--- src/rtl/fe_pow2k_mul.sv ---
// fe_pow2k_mul: requester-side sequencer for the fe_mulx field multiplier.
// Computes res = a^(2^k) [* b] over GF(2^255-19) by issuing k back-to-back
// squarings followed by an optional multiply by b. All arithmetic happens in
// fe_mulx; this block only steers W-bit words between registers and the
// multiplier port, keeping operands stable while a multiply is outstanding.
module fe_pow2k_mul #(
  parameter int W  = 320,
  parameter int KW = 8
) (
  input  logic          clk,
  input  logic          rst,
  input  logic          valid,
  input  logic [W-1:0]  a,
  input  logic [W-1:0]  b,
  input  logic [KW-1:0] k,
  input  logic          mul_en,
  output logic          busy,
  output logic          done,
  output logic [W-1:0]  res,
  output logic [W-1:0]  mul_op_a,
  output logic [W-1:0]  mul_op_b,
  output logic          mul_valid,
  input  logic [W-1:0]  mul_res,
  input  logic          mul_done
);

  typedef enum logic [2:0] {
    IDLE      = 3'd0,
    SQ_ISSUE  = 3'd1,
    SQ_WAIT   = 3'd2,
    MUL_ISSUE = 3'd3,
    MUL_WAIT  = 3'd4,
    FIN       = 3'd5
  } state_t;

  localparam logic [KW-1:0] CNT_ONE = KW'(1);

  state_t        state_reg, state_next;
  logic [W-1:0]  acc_reg, acc_next;
  logic [W-1:0]  b_reg, b_next;
  logic [KW-1:0] cnt_reg, cnt_next;
  logic          men_reg, men_next;
  logic [W-1:0]  res_reg, res_next;
  logic [W-1:0]  op_a_reg, op_a_next;
  logic [W-1:0]  op_b_reg, op_b_next;
  logic          mul_valid_reg, mul_valid_next;
  logic          busy_reg, busy_next;
  logic          done_reg, done_next;

  // State and datapath registers; every output is registered so it is glitch-free
  always_ff @(posedge clk) begin
    if (rst) begin
      state_reg     <= IDLE;
      acc_reg       <= '0;
      b_reg         <= '0;
      cnt_reg       <= '0;
      men_reg       <= 1'b0;
      res_reg       <= '0;
      op_a_reg      <= '0;
      op_b_reg      <= '0;
      mul_valid_reg <= 1'b0;
      busy_reg      <= 1'b0;
      done_reg      <= 1'b0;
    end else begin
      state_reg     <= state_next;
      acc_reg       <= acc_next;
      b_reg         <= b_next;
      cnt_reg       <= cnt_next;
      men_reg       <= men_next;
      res_reg       <= res_next;
      op_a_reg      <= op_a_next;
      op_b_reg      <= op_b_next;
      mul_valid_reg <= mul_valid_next;
      busy_reg      <= busy_next;
      done_reg      <= done_next;
    end
  end

  // Next-state logic plus datapath moves; outputs are derived from the
  // next state so they line up with the state they belong to.
  always_comb begin
    state_next = state_reg;
    acc_next   = acc_reg;
    b_next     = b_reg;
    cnt_next   = cnt_reg;
    men_next   = men_reg;
    res_next   = res_reg;

    unique case (state_reg)
      IDLE: begin
        if (valid) begin
          acc_next = a;
          b_next   = b;
          cnt_next = k;
          men_next = mul_en;
          if (k != '0) begin
            state_next = SQ_ISSUE;
          end else if (mul_en) begin
            state_next = MUL_ISSUE;
          end else begin
            // Zero multiplies: result is the base element itself.
            state_next = FIN;
            res_next   = a;
          end
        end
      end

      SQ_ISSUE: begin
        // A done pulse here cannot belong to this request; drop it.
        state_next = SQ_WAIT;
      end

      SQ_WAIT: begin
        if (mul_done) begin
          acc_next = mul_res;
          cnt_next = cnt_reg - CNT_ONE;
          if (cnt_reg == CNT_ONE) begin
            if (men_reg) begin
              state_next = MUL_ISSUE;
            end else begin
              state_next = FIN;
              res_next   = mul_res;
            end
          end else begin
            state_next = SQ_ISSUE;
          end
        end
      end

      MUL_ISSUE: begin
        state_next = MUL_WAIT;
      end

      MUL_WAIT: begin
        if (mul_done) begin
          acc_next   = mul_res;
          res_next   = mul_res;
          state_next = FIN;
        end
      end

      FIN: begin
        // valid here is ignored; a new request is taken once back in IDLE.
        state_next = IDLE;
      end

      default: begin
        state_next = IDLE;
      end
    endcase
  end

  // Operand and handshake registers: operands load only when entering an
  // issue state, so they stay frozen for the whole wait.
  always_comb begin
    op_a_next      = op_a_reg;
    op_b_next      = op_b_reg;
    mul_valid_next = 1'b0;
    busy_next      = (state_next != IDLE);
    done_next      = (state_next == FIN);

    if (state_next == SQ_ISSUE) begin
      mul_valid_next = 1'b1;
      op_a_next      = acc_next;
      op_b_next      = acc_next;
    end else if (state_next == MUL_ISSUE) begin
      mul_valid_next = 1'b1;
      op_a_next      = acc_next;
      op_b_next      = b_next;
    end
  end

  assign busy      = busy_reg;
  assign done      = done_reg;
  assign res       = res_reg;
  assign mul_op_a  = op_a_reg;
  assign mul_op_b  = op_b_reg;
  assign mul_valid = mul_valid_reg;

endmodule

--- config.mk ---
export PLATFORM = sky130hd
export DESIGN_NAME = fe_pow2k_mul
export DESIGN_NICKNAME = d
export VERILOG_FILES = /design/src/rtl/fe_pow2k_mul.sv
export SDC_FILE = /design/constraint.sdc
export NUM_CORES = 2
export LEC_CHECK = 0
export ABC_AREA = 1
export BUFFER_PORTS_ARGS = -buffer_cell sky130_fd_sc_hd__buf_4
export CAP_MARGIN = 20
export CORE_AREA = 3 3 749 751
export DETAILED_ROUTE_END_ITERATION = 8
export DIE_AREA = 0 0 752 754
export GPL_ROUTABILITY_DRIVEN = 0
export PLACE_DENSITY = 0.3
export SYNTH_ARGS = -nofsm -noshare
export SYNTH_HDL_FRONTEND = slang
export SYNTH_SLANG_ARGS = --single-unit
--- constraint.sdc ---
create_clock -name clk -period 4.9 [get_ports clk]
set_input_delay 1.225 -clock clk [delete_from_list [all_inputs] [get_ports clk]]
set_output_delay 1.225 -clock clk [all_outputs]
set_load 0.01 [all_outputs]
==> impl_metrics.json <==
{
  "cpPeakStageDelay_ns": 0.51,
  "fp.dieH_um": 754,
  "syn_to_final_growth_pct": 38.4,
  "ys_warn_count": 0,
  "vias": 86808,
  "die_area_um2": 567000,
  "status": "completed",
  "synth_cell_types": 26,
  "min_from": "res[180]$_SDFFE_PP0P_",
  "synth_edf_count": 0,
  "final_max_slew_viol_count": 0,
  "cts_resized": 0,
  "drv_cap": 0,
  "ys.flop_type": "dfxtp_1",
  "ys_ff_latch": 1615,
  "crit_start": "state_reg[2]$_SDFF_PP0_",
  "finalSetupViolCount": 0,
  "path_max_fanout": 115,
  "io_pins": 1936,
  "clock_latency_ns": 0.93,
  "numCtsBuffers": 233,
  "synth_top_area_cell": "dfxtp_1",
  "synth_top_cell_area_share_pct": 39.9,
  "drc": 0,
  "r2r_setup_slack_ns": 1.53,
  "fmax_mhz": 297,
  "min_path_type": "flop to flop",
  "numPortBuffers": 1935,
  "cts_setup_buffers": 0,
  "dp_cells": 21915,
  "final_hold_viol_count": 0,
  "slowest_stage": "o21ai_0",
  "worstSetupPathType": "flop to flop",
  "syn-num-nets": 14171,
  "post-route-period-util_pct": 68.7,
  "synth_most_common_cell": "nand2_1",
  "worstPathCellList": "inv_2, nand3_4, buf_12, nor2_1, nand3_1, nand4_4, buf_12, buf_4, o21ai_0, nor2_1",
  "drt-total-wl_um": 565000,
  "synth_cells": 13196,
  "postRouteAntennaNets": 0,
  "r2r_end": "mul_op_a[137]$_SDFFE_PP0P_",
  "async_reset_ff_share_pct": 0,
  "cts_buffer_depth": 4,
  "fin_area_um2": 112000,
  "fin_worst_skew_ns": 0.0871,
  "cts_tree": "yes",
  "dpl_cell_area_um2": 104000,
  "ir_drop_mv": 0.301,
  "cts.clk_slew.worst_paths_ns": 0.06,
  "synth_area_leaders": "dfxtp_1, nand2_1, inv_1, nor2_1, o21ai_0",
  "power_per_cell_area_nw_per_um2": 416,
  "hold_end": "res[180]$_SDFFE_PP0P_",
  "cts_sinks": 1615,
  "final_nets": 15674,
  "layout.cells.non_filler": 22421,
  "root_buffer": "clkbuf_16",
  "fp.coreArea_um2": 556000,
  "grt_pass1_vias": 82999,
  "p_leak_uw": 0.0531,
  "drt-initial-drc-count": 5351,
  "routedWlPerCell_um": 25.2,
  "worstMarginPinSlew_ns": 1.09,
  "synth_common_cells": "nand2_1, inv_1, nor2_1",
  "slew_headroom_pct": 27.4,
  "syn_area_per_cell_um2": 6.14,
  "die_x_um": 752,
  "grt_first_pass_wirelength_um": 749000,
  "end_kind": "flop",
  "hold_slack_ns": 0.442,
  "dp_hpwl_um": 436000,
  "nFillCells": 64025,
  "r2r-start": "state_reg[2]$_SDFF_PP0_",
  "rsz0062_at_grt": "no",
  "r2r.worst_path.cells": 10,
  "cp.arrival_ns": 4.08,
  "gr-total-overflow": 0,
  "via_per_inst": 3.87,
  "critical_path_required_ns": 5.61,
  "period_minus_slack_ns": 3.37,
  "antenna_found_initial": 219,
  "grt_max_degree": 166,
  "track_usage_pct": 19.1,
  "drive_gt1_share_pct": 19.2,
  "htreeDepth": 4,
  "ctsHoldBuffers": 0,
  "power.total_uw": 46600,
  "startpoint_type": "flop",
  "netlist_area_um2": 81100,
  "initial_core_util_pct": 14.6,
  "rows": 274,
  "worstHoldPathCells": 2,
  "dr.pass1.iters": 5,
  "setup_tns_ns": 0,
  "yosysSeqAreaShare_pct": 39.9
}
==> report_power, final <==
part / switching, µW / total, µW / internal (µW)
registers: 1030 / 15800 / 14700
clock network: 7420 / 18300 / 10900
logic: 8230 / 12600 / 4370
==> area by class of cell <==
cell class / instances / area [µm²] / area share [%]
antenna: 88 / 220 / 0.196
timing repair buffer: 2152 / 17200 / 15.3
inverter: 1948 / 7330 / 6.53
tap: 7452 / 9320 / 8.31
clock buffer: 339 / 6810 / 6.07
sequential: 1615 / 32300 / 28.8
multi-input combinational: 8749 / 37800 / 33.7
clock inverter: 78 / 1180 / 1.05
==> through the flow <==
stage | setup slack, ns | utilization, %
2_1_floorplan | 2.23 | -
5_1_grt | 1.20 | 20.2
6_report | 1.53 | 20.2
3_5_place_dp | 0.782 | 18.7
3_3_place_gp | 0.669 | 18.7
4_1_cts | 1.36 | 20.1
==> critical path: cells and delay by family (launching register included) <==
kind,cells,cell delay (ns)
flops,1,0.41
buf+inv,4,1.11
simple gates,5,0.96
compound gates,1,0.51
==> cells in the final DEF (no fill, tap or decap), types with 3 or more instances in the layout <==
master and count:
bufinv_16 24, clkinvlp_4 8, clkbuf_16 235, nor3_1 4, clkinv_2 33, diode_2 88, buf_4 2072, nand3_4 3
o21ai_1 3, clkbuf_8 54, nand2_1 3874, dfxtp_1 1615, nand3_1 648, a21oi_1 328, a31oi_1 3, o21ai_0 1286
clkinv_16 4, buf_12 75, inv_2 3, buf_8 3, o21a_1 321, nor2_1 1943, nor2_4 3, clkbuf_1 50
clkinv_4 4, inv_1 1943, or2_2 321
==> routing by layer <==
| metal | vias up | routed length [µm] | GRT usage, % |
|---|---|---|---|
| met5 | - | 982 | 0 |
| met4 | 150 | 17900 | 5.61 |
| met3 | 684 | 40700 | 5.26 |
| met1 | 40715 | 231000 | 22.6 |
| li1 | 42956 | - | - |
| met2 | 2303 | 275000 | 33.2 |
==> worst max-delay path by stage <==
stage	end	slack [ns]	depth (start not counted)
final	mul_op_a[137]$_SDFFE_PP0P_	1.53	10
after global routing	mul_op_b[159]$_SDFFE_PP0P_	1.20	12
after CTS	mul_op_a[137]$_SDFFE_PP0P_	1.36	10
after detailed placement	mul_op_b[44]$_SDFFE_PP0P_	0.78	11
after global placement	mul_op_b[293]$_SDFFE_PP0P_	0.67	10
after floorplan	mul_op_b[249]$_SDFFE_PP0P_	2.23	10
==> logic make-up after synthesis <==
family	count (synthesis)	synth area share, %
XOR/XNOR	2	0.0216
AO/OA/AOI/OAI	1943	13.0
buffers and inverters	2832	13.5
flip-flops	1615	39.9
AND/OR/NAND/NOR	6802	33.5
adder cells (fa/ha/maj)	2	0.0309
No activity file was read; power rests on OpenSTA's default activity.
